### config.mk
export PLATFORM = sky130hd
export DESIGN_NAME = io_bus_ctrl
export DESIGN_NICKNAME = d
export VERILOG_FILES = /design/src/rtl/io_bus_ctrl_pkg.sv /design/src/rtl/io_bus_ctrl_sw_debounce.sv /design/src/rtl/io_bus_ctrl.sv
export SDC_FILE = /design/constraint.sdc
export NUM_CORES = 1
export LEC_CHECK = 0
export BUFFER_PORTS_ARGS = -buffer_cell sky130_fd_sc_hd__buf_2
export CAP_MARGIN = 20
export CORE_MARGIN = 3
export CORE_UTILIZATION = 55
export DETAILED_ROUTE_END_ITERATION = 10
export GPL_ROUTABILITY_DRIVEN = 0
export PLACE_DENSITY_LB_ADDON = 0.25
export SLEW_MARGIN = 20
export SYNTH_ARGS = -nofsm -noshare
export SYNTH_HDL_FRONTEND = slang
export SYNTH_SLANG_ARGS = --single-unit
### constraint.sdc
create_clock -name clk_i -period 3.2 [get_ports clk_i]
set_input_delay 0.64 -clock clk_i [delete_from_list [all_inputs] [get_ports clk_i]]
set_output_delay 0.64 -clock clk_i [all_outputs]
set_load 0.02 [all_outputs]
### src/rtl/io_bus_ctrl_pkg.sv
// Register map, FSM encoding and STAT layout shared by the I/O bus controller.
package io_map_pkg;

  localparam logic [31:0] LED_ADDR_DFLT  = 32'h0000_FF00;
  localparam logic [31:0] SW_ADDR_DFLT   = 32'h0000_FF04;
  localparam logic [31:0] STAT_ADDR_DFLT = 32'h0000_FF08;

  typedef enum logic [1:0] {
    IDLE = 2'd0,
    EXEC = 2'd1,
    RESP = 2'd2
  } state_e;

  localparam int STAT_CHG_BIT = 0;
  localparam int STAT_ERR_LSB = 8;

  function automatic logic [15:0] packStat(input logic chg, input logic [7:0] errCnt);
    logic [15:0] s;
    s = '0;
    s[STAT_CHG_BIT] = chg;
    s[STAT_ERR_LSB +: 8] = errCnt;
    return s;
  endfunction

endpackage

### src/rtl/io_bus_ctrl_sw_debounce.sv
// Two-flop synchroniser followed by a per-bus stability counter for the board switches.
module sw_debounce #(
  parameter int DEBOUNCE_CYC = 16,
  parameter int WIDTH        = 16
) (
  input  logic             clk_i,
  input  logic             rst_i,
  input  logic [WIDTH-1:0] sw_i,
  output logic [WIDTH-1:0] sw_stable_o,
  output logic             changed_o
);

  localparam int CNT_W = $clog2(DEBOUNCE_CYC) + 1;
  localparam logic [CNT_W-1:0] CNT_MAX = CNT_W'(DEBOUNCE_CYC - 1);

  logic [WIDTH-1:0] sync1_q, sync2_q, cand_q, stable_q, stable_d;
  logic [CNT_W-1:0] cnt_q;

  // The counter parks at CNT_MAX, so a long-held value keeps being re-accepted harmlessly.
  always_comb begin
    stable_d = stable_q;
    if (sync2_q == cand_q && cnt_q == CNT_MAX) stable_d = cand_q;
  end

  always_ff @(posedge clk_i) begin
    if (rst_i) begin
      sync1_q  <= '0;
      sync2_q  <= '0;
      cand_q   <= '0;
      cnt_q    <= '0;
      stable_q <= '0;
    end else begin
      sync1_q  <= sw_i;
      sync2_q  <= sync1_q;
      stable_q <= stable_d;
      if (sync2_q != cand_q) begin
        cand_q <= sync2_q;
        cnt_q  <= '0;
      end else if (cnt_q != CNT_MAX) begin
        cnt_q <= cnt_q + CNT_W'(1);
      end
    end
  end

  assign sw_stable_o = stable_q;
  assign changed_o   = (stable_d != stable_q);

endmodule

### src/rtl/io_bus_ctrl.sv
// Memory-mapped I/O controller: one CPU access per IDLE->EXEC->RESP pass, owning LED, switch and STAT registers.
module io_bus_ctrl
  import io_map_pkg::*;
#(
  parameter int ADDR_W                   = 32,
  parameter int DATA_W                   = 32,
  parameter logic [ADDR_W-1:0] LED_ADDR  = ADDR_W'(LED_ADDR_DFLT),
  parameter logic [ADDR_W-1:0] SW_ADDR   = ADDR_W'(SW_ADDR_DFLT),
  parameter logic [ADDR_W-1:0] STAT_ADDR = ADDR_W'(STAT_ADDR_DFLT),
  parameter int DEBOUNCE_CYC             = 16
) (
  input  logic              clk_i,
  input  logic              rst_i,
  input  logic              req_valid_i,
  input  logic              req_we_i,
  input  logic [ADDR_W-1:0] req_addr_i,
  input  logic [DATA_W-1:0] req_wdata_i,
  input  logic [3:0]        req_be_i,
  output logic              req_ready_o,
  output logic              rsp_valid_o,
  input  logic              rsp_ready_i,
  output logic [DATA_W-1:0] rsp_rdata_o,
  output logic              rsp_err_o,
  input  logic [15:0]       sw_i,
  output logic [15:0]       led_o
);

  state_e state_q, state_d;
  logic accept, inExec;

  logic              reqWe_q;
  logic [ADDR_W-1:2] reqWordAddr_q;
  logic [15:0]       reqData_q;
  logic [1:0]        reqBe_q;

  logic [DATA_W-1:0] rspRdata_q, rdataExec;
  logic              rspErr_q, accessErr;
  logic              hitLed, hitSw, hitStat, statRead;

  logic [15:0] led_q, swStable;
  logic        swChanged, chg_q;
  logic [7:0]  errCnt_q;

  // Only the low halfword, low byte enables and word address matter to this register map.
  logic unusedReqBits;
  assign unusedReqBits = ^{req_addr_i[1:0], req_wdata_i[DATA_W-1:16], req_be_i[3:2]};

  sw_debounce #(.DEBOUNCE_CYC(DEBOUNCE_CYC), .WIDTH(16)) u_sw_debounce (
    .clk_i      (clk_i),
    .rst_i      (rst_i),
    .sw_i       (sw_i),
    .sw_stable_o(swStable),
    .changed_o  (swChanged)
  );

  always_ff @(posedge clk_i) begin
    if (rst_i) state_q <= IDLE;
    else       state_q <= state_d;
  end

  always_comb begin
    state_d = state_q;
    case (state_q)
      IDLE:    if (req_valid_i) state_d = EXEC;
      EXEC:    state_d = RESP;
      RESP:    if (rsp_ready_i) state_d = IDLE;
      default: state_d = IDLE;
    endcase
  end

  always_comb begin
    req_ready_o = (state_q == IDLE);
    rsp_valid_o = (state_q == RESP);
    rsp_rdata_o = rspRdata_q;
    rsp_err_o   = rspErr_q;
    led_o       = led_q;
  end

  assign accept = (state_q == IDLE) && req_valid_i;
  assign inExec = (state_q == EXEC);

  always_ff @(posedge clk_i) begin
    if (rst_i) begin
      reqWe_q       <= 1'b0;
      reqWordAddr_q <= '0;
      reqData_q     <= '0;
      reqBe_q       <= '0;
    end else if (accept) begin
      reqWe_q       <= req_we_i;
      reqWordAddr_q <= req_addr_i[ADDR_W-1:2];
      reqData_q     <= req_wdata_i[15:0];
      reqBe_q       <= req_be_i[1:0];
    end
  end

  // Writes to read-only registers are errors, so a STAT read can never also bump ERR_CNT.
  always_comb begin
    hitLed    = (reqWordAddr_q == LED_ADDR[ADDR_W-1:2]);
    hitSw     = (reqWordAddr_q == SW_ADDR[ADDR_W-1:2]);
    hitStat   = (reqWordAddr_q == STAT_ADDR[ADDR_W-1:2]);
    accessErr = !(hitLed || hitSw || hitStat) || (reqWe_q && !hitLed);
    statRead  = hitStat && !reqWe_q;
    rdataExec = '0;
    if (!reqWe_q) begin
      if (hitLed)       rdataExec = DATA_W'(led_q);
      else if (hitSw)   rdataExec = DATA_W'(swStable);
      else if (hitStat) rdataExec = DATA_W'(packStat(chg_q, errCnt_q));
    end
  end

  always_ff @(posedge clk_i) begin
    if (rst_i) begin
      rspRdata_q <= '0;
      rspErr_q   <= 1'b0;
      led_q      <= '0;
    end else if (inExec) begin
      rspRdata_q <= rdataExec;
      rspErr_q   <= accessErr;
      if (hitLed && reqWe_q) begin
        if (reqBe_q[0]) led_q[7:0]  <= reqData_q[7:0];
        if (reqBe_q[1]) led_q[15:8] <= reqData_q[15:8];
      end
    end
  end

  // A switch change landing on the clearing STAT read keeps CHG set.
  always_ff @(posedge clk_i) begin
    if (rst_i) begin
      chg_q    <= 1'b0;
      errCnt_q <= '0;
    end else begin
      if (swChanged)                chg_q <= 1'b1;
      else if (inExec && statRead)  chg_q <= 1'b0;
      if (inExec && accessErr) begin
        if (errCnt_q != 8'hFF) errCnt_q <= errCnt_q + 8'd1;
      end else if (inExec && statRead) begin
        errCnt_q <= '0;
      end
    end
  end

endmodule

==> flow_metrics.env, run 1 <==
export IMPL_status="finished, final reports clean"
export IMPL_cts_made_buffers=17
export IMPL_maxCapViolations=0
export IMPL_ys_seq_elements=162
export IMPL_max_clock_freq_mhz=436.0
export IMPL_setup_viol=0
export IMPL_synth_largest_area_cell="dfxtp_1"
export IMPL_synth_seq_area_share=0.4961
export IMPL_async_reset_ff_frac=0
export IMPL_grt_antenna_before_repair=1
export IMPL_drive_gt1_frac=0.1988
export IMPL_post_route_util=0.6591
export IMPL_hp_class="input port to register"
export IMPL_placed_area_um2=7033
export IMPL_worstMarginPinSlew_ps=878.5
export IMPL_rrSetupSlack_ps=910
export IMPL_grt_pass1_vias=4784
export IMPL_syn_inst=725
export IMPL_slew_headroom=0.4135
export IMPL_grt_start_max_net_pins=55
export IMPL_power_frac_seq=0.495
export IMPL_clock_latency_ps=430
export IMPL_wire_per_inst_um=14.63
export IMPL_start_kind="register"
export IMPL_crit_type="register to register"
export IMPL_yosysTopAreaCellShare=0.4961
export IMPL_ys_top_cells_by_area="dfxtp_1, nand2_1, a21oi_1, nor2b_1, xor2_1"
export IMPL_final_max_slew_viol_count=0
export IMPL_cts_tree="done"
export IMPL_drt_initial_drc_count=292
export IMPL_cp_max_fo=8
export IMPL_cts_path_max_buffers=2
export IMPL_total_leakage_power_nw=3.185
export IMPL_final_nets=899
export IMPL_drcViolationCount=0
export IMPL_io_buffers=103
export IMPL_skew_ps=7.469
export IMPL_power_internal_mw=3.291
export IMPL_clkTransAtPathRegs_ps=60
export IMPL_vdd_drop_max_v=0.0003644
export IMPL_stdcell_area_um2=7590
export IMPL_rsz0062_at_grt="no"
export IMPL_drt_pass1_iter_count=5
export IMPL_combPwrFrac=0.071
export IMPL_cp_arrival_ps=2640
export IMPL_grtUsageTotal=0.2186
export IMPL_synth_edf_count=0
export IMPL_place_inst=931
export IMPL_cts_resized_gates=0
export IMPL_sw_frac_of_total=0.2385
export IMPL_antennaDiodeCount=0
export IMPL_drtAntennaViolNets=0
export IMPL_vias=5149
export IMPL_die_area_um2=13230
export IMPL_yosys_warnings=0
export IMPL_die_w_um=115.0
export IMPL_gr_total_overflow=0
export IMPL_start_util=0.5677
export IMPL_hold_buffers=0
export IMPL_core_area_um2=11520
export IMPL_min_period_ps=2294
export IMPL_grt_first_pass_wirelength_um=22810
export IMPL_fin_crit_sh=0.7168
export IMPL_cts_sinks=162
export IMPL_die_height_um=115.0
export IMPL_powerDensity_nw_per_um2=569.4
export IMPL_final_cells=963
export IMPL_cts_setup_buffers=0
export IMPL_hold_violations=0
export IMPL_htreeDepth=4
export IMPL_area_growth_synth_to_final_pct=16.10
export IMPL_yosysMostFrequentCell="dfxtp_1"
export IMPL_synthFlopType="dfxtp_1"
export IMPL_cts_root_buf="clkbuf_16"
export IMPL_clkPwrFrac=0.434
export IMPL_dp_hpwl_um=9874
export IMPL_ios=140
export IMPL_avgSynthCellArea_um2=9.017
export IMPL_ys_types=50
export IMPL_netlist_area_um2=6538
export IMPL_tns_ps=0
export IMPL_synth_commonest_cells="dfxtp_1, nand2_1, a21oi_1, nor2b_1, xor2_1"
export IMPL_viasPerCell=5.347
export IMPL_power_switching_mw=1.031
export IMPL_end_kind="register"
export IMPL_required_ps=3550
export IMPL_rows=39
export IMPL_wirelength_um=14090
## cells by family (layout without fill, tap and decap cells)
logic type	after synthesis	in the layout	synth area share
XOR/XNOR	35	35	0.04689
AND/OR/NAND/NOR	283	283	0.2249
adder cells (fa/ha/maj)	3	3	0.005742
flip-flops	162	162	0.4961
other	1	16	0.0005736
AO/OA/AOI/OAI	135	135	0.1300
buffers and inverters	82	162	0.05780
multiplexers	24	24	0.03809
## layout by cell type (no fill, tap or decap), drive strengths merged, types with 2 or more instances in the layout
cell | synthesis | layout
nand2 | 140 | 140
clkbuf | 33 | 19
nor2 | 21 | 21
dfxtp | 162 | 162
nor2b | 51 | 51
nor4b | 3 | 3
buf | 27 | 108
mux2 | 7 | 7
a31o | 5 | 5
inv | 22 | 22
clkinv | 0 | 10
clkinvlp | 0 | 2
nand3 | 21 | 21
and4 | 4 | 4
ha | 3 | 3
a21oi | 76 | 76
nor3 | 3 | 3
conb | 1 | 16
o31ai | 2 | 2
xor2 | 34 | 34
and4b | 2 | 2
nand4 | 5 | 5
o21ai | 17 | 17
and3 | 2 | 2
mux2i | 17 | 17
a22o | 9 | 9
nor4 | 12 | 12
a222oi | 9 | 9
a22oi | 7 | 7
nand2b | 15 | 15
a32o | 2 | 2
nor3b | 2 | 2
## path summary, 6_finish.rpt
kind	start	endpoint	cells after the start
max	reqWordAddr_q[25]	led_o[10]	5
min	sw_i[9]	u_sw_debounce.sync1_q[9]	2
min reg2reg	u_sw_debounce.sync1_q[0]	u_sw_debounce.sync2_q[0]	1
max reg2reg	reqWordAddr_q[25]	led_o[10]	5
## power by group through the flow
stage / Sequential, mW / Clock [mW] / Combinational, mW
global placement: 2.18 / 0 / 0.295
floorplan: 2.16 / 0 / 0.246
global route: 2.15 / 1.99 / 0.345
finish: 2.14 / 1.88 / 0.307
CTS: 2.14 / 1.91 / 0.306
detailed placement: 2.18 / 0 / 0.304
## cell type report
cell class              instances  area [um^2]
repair buffers                108        555.5
clock buffers                  19        442.9
clock inverters                13        113.9
well taps                     143        178.9
fillers                       939         3926
inverters                      22        82.58
flip-flops and latches        162         3243
multi-input cells             496         2973
## metal layers
metal  vias up  wire length [um]  global-route usage
li1       2584                 -                   -
met1      2403              6112              0.2691
met2       139              6864              0.3592
met3        21               895             0.07158
met4         2               200             0.07903
met5         -                13                   0
## registers in the layout (all words and copies together), names as in the netlist
| signal | flops |
|---|---|
| u_sw_debounce.sync1_q | 16 |
| chg_q | 1 |
| u_sw_debounce.cnt_q | 5 |
| rsp_rdata_o | 16 |
| u_sw_debounce.sw_stable_o | 16 |
| u_sw_debounce.sync2_q | 16 |
| reqBe_q | 2 |
| u_sw_debounce.cand_q | 16 |
| reqWordAddr_q | 30 |
| reqWe_q | 1 |
| state_q | 2 |
| errCnt_q | 8 |
| reqData_q | 16 |
| rsp_err_o | 1 |
| led_o | 16 |
## through the flow
step                      setup slack (ps)  power (mW)  hold slack [ps]
after floorplan                       1411       2.406            413.8
after global placement                1023       2.473            421.0
after detailed placement             946.5       2.486            424.6
after CTS                            931.4       4.351            404.0
after global routing                 770.0       4.485            410.5
final                                906.2       4.322            420.4
## critical path, cell delays in order, from the launching register on
cell and delay (ps):
dfxtp_1 310, nor4_1 380, nand3_2 310, nor3_4 340
and4_1 580, mux2i_1 280
Note: power is estimated with default switching activity, not from simulation.
==> run 2, diff against run 1 <==
Settings changed: CORE_UTILIZATION 55 to 49.
Clock period 3.2 ns to 2.1 ns, I/O delays scaled along.
==> run 2 against run 1 <==
  * Final area increased by 2.7%
  * Combinational power increased by 67%
  * Clock skew decreased by 0.52 ps
  * Via count increased by 1.8%
  * Sequential share of layout area decreased by 1.1 points
  * Non-clock buffer count increased by 15
  * Hold slack got worse by 220 ps
  * Largest cell class unchanged
  * Critical path type unchanged
  * Register-to-register slack got worse by 740 ps
==> flow_metrics.env, run 2 (synthesis gave the netlist of run 1 again) <==
export IMPL_status="finished, final reports clean"
export IMPL_cts_path_max_buffers=2
export IMPL_final_nets=914
export IMPL_htreeDepth=4
export IMPL_whs_path_depth=2
export IMPL_setup_viol=0
export IMPL_path_cells="ha_1 -> and4_1 -> a41oi_1 -> o31ai_2 -> a21boi_4 -> a32o_1"
export IMPL_clkTransAtPathRegs_ps=60
export IMPL_hp_class="input port to register"
export IMPL_tns_ps=0
export IMPL_fin_crit_sh=0.9188
export IMPL_grtUsageTotal=0.2008
export IMPL_skew_ps=6.944
export IMPL_required_ps=2420
export IMPL_r2r_end="errCnt_q[1]"
export IMPL_slew_headroom=0.5866
export IMPL_start_util=0.5098
export IMPL_min_from="sw_i[9]"
export IMPL_cts_made_buffers=17
export IMPL_cp_max_fo=7
export IMPL_grt_start_max_net_pins=52
export IMPL_hold_buffers=0
export IMPL_vdd_drop_max_v=0.0004642
export IMPL_worstReg2RegStart="errCnt_q[1]"
export IMPL_powerDensity_nw_per_um2=855.9
export IMPL_grt_pass1_vias=5031
export IMPL_wirelength_um=14480
export IMPL_setup_slack_ps=170.5
export IMPL_drt_initial_drc_count=387
export IMPL_dp_hpwl_um=10290
export IMPL_drive_gt1_frac=0.2156
export IMPL_clock_latency_ps=430
export IMPL_rrSetupSlack_ps=170
export IMPL_min_period_ps=1930
export IMPL_sw_frac_of_total=0.2475
export IMPL_final_cells=1007
export IMPL_end_kind="register"
export IMPL_power_switching_mw=1.652
export IMPL_gr_total_overflow=0
export IMPL_grt_antenna_before_repair=1
export IMPL_wire_per_inst_um=14.38
export IMPL_vias=5243
export IMPL_cp_arrival_ps=2250
export IMPL_largest_reg_flops=30
export IMPL_drt_pass1_iter_count=6
export IMPL_power_frac_seq=0.486
export IMPL_layout_common_cells="dfxtp_1, nand2_1, buf_2, a21oi_1, nor2b_1"
export IMPL_cpPeakStageDelay_ps=380
export IMPL_antennaDiodeCount=0
export IMPL_slowest_stage="a41oi_1"
export IMPL_cts_tree="done"
export IMPL_drtAntennaViolNets=0
export IMPL_viasPerCell=5.207
export IMPL_die_w_um=121.5
export IMPL_crit_type="register to register"
export IMPL_pre_cts_ws_ps=62.30
export IMPL_io_buffers=103
export IMPL_clkPwrFrac=0.437
export IMPL_die_height_um=121.5
export IMPL_total_leakage_power_nw=3.265
export IMPL_cts_sinks=162
export IMPL_maxCapViolations=0
export IMPL_core_area_um2=12820
export IMPL_final_max_slew_viol_count=0
export IMPL_max_clock_freq_mhz=518.3
export IMPL_hold_violations=0
export IMPL_place_inst=973
export IMPL_grt_first_pass_wirelength_um=23520
export IMPL_drcViolationCount=0
export IMPL_start_kind="register"
export IMPL_rsz0062_at_grt="no"
export IMPL_worstMarginPinSlew_ps=617.7
export IMPL_cp_top_family="compound AO/OA/AOI/OAI gates"
export IMPL_power_internal_mw=5.022
export IMPL_top_register="reqWordAddr_q"
export IMPL_critPathBufInv=0
export IMPL_placed_area_um2=7192
export IMPL_final_common_cell="dfxtp_1"
export IMPL_combPwrFrac=0.077
export IMPL_cts_root_buf="clkbuf_16"
export IMPL_min_to="u_sw_debounce.sync1_q[9]"
export IMPL_stdcell_area_um2=7797
export IMPL_rows=41
export IMPL_reg2reg_depth=6
export IMPL_die_area_um2=14760
export IMPL_area_growth_synth_to_final_pct=19.27
export IMPL_ios=140
[run 2: cell count changes in the layout (fill, tap and decap cells not counted)]
cell        previous run  this run
clkinvlp_4             2         5
clkbuf_1               1         0
o31ai_2                0         1
buf_12                 0         4
o31ai_1                2         1
clkbuf_8               1         0
buf_4                  6        17
clkinv_4               5         3
inv_6                  0         3
clkinv_2               5         3
[run 2: worst max-delay path by stage]
| stage | to | depth (start not counted) | slack [ps] | from |
|---|---|---|---|---|
| after CTS | errCnt_q[1] | 5 | 70 | reqWordAddr_q[25] |
| final | errCnt_q[1] | 6 | 170 | errCnt_q[1] |
| after floorplan | reqBe_q[0] | 7 | 310 | state_q[1] |
| after global routing | errCnt_q[6] | 6 | 0.4 | reqWordAddr_q[25] |
| after detailed placement | errCnt_q[1] | 5 | 60 | reqWordAddr_q[25] |
| after global placement | errCnt_q[7] | 5 | 150 | reqWordAddr_q[25] |
[run 2: power by group through the flow]
stage	sequential (mW)	clock (mW)	combinational [mW]
floorplan	3.29	0	0.375
detailed placement	3.31	0	0.493
global route	3.26	3.11	0.575
global placement	3.31	0	0.479
CTS	3.25	2.97	0.496
finish	3.25	2.92	0.513
[run 2: layer usage]
layer  part of all wire  track usage  vias to the layer above
li1                   -            -                     2612
met1               0.43       0.2465                     2444
met2               0.48       0.3206                      156
met3              0.069      0.06713                       29
met4              0.023      0.09104                        2
met5            0.00090            0                        -
[run 2: cell type report]
cell class,instances,area [um^2]
Clock inverter,15,135.1
Clock buffer,17,425.4
Timing Repair Buffer,123,718.2
Fill cell,1110,5027
Sequential cell,162,3243
Tap cell,172,215.2
Inverter,22,82.58
Multi-Input combinational cell,496,2978
[run 2: metrics by stage]
step / util / power [mW] / hold slack, ps
2_1_floorplan: - / 3.667 / 413.8
3_3_place_gp: 0.5608 / 3.788 / 423.9
3_5_place_dp: 0.5608 / 3.808 / 423.4
4_1_cts: 0.6045 / 6.710 / 186.1
5_1_grt: 0.6080 / 6.941 / 183.9
6_report: 0.6080 / 6.674 / 200.5
[run 2: timing repair]
action	CTS	global route
endpoints found under the setup margin	0	18
hold endpoints to repair	0	0
setup buffers	0	2
gates resized for setup	0	1
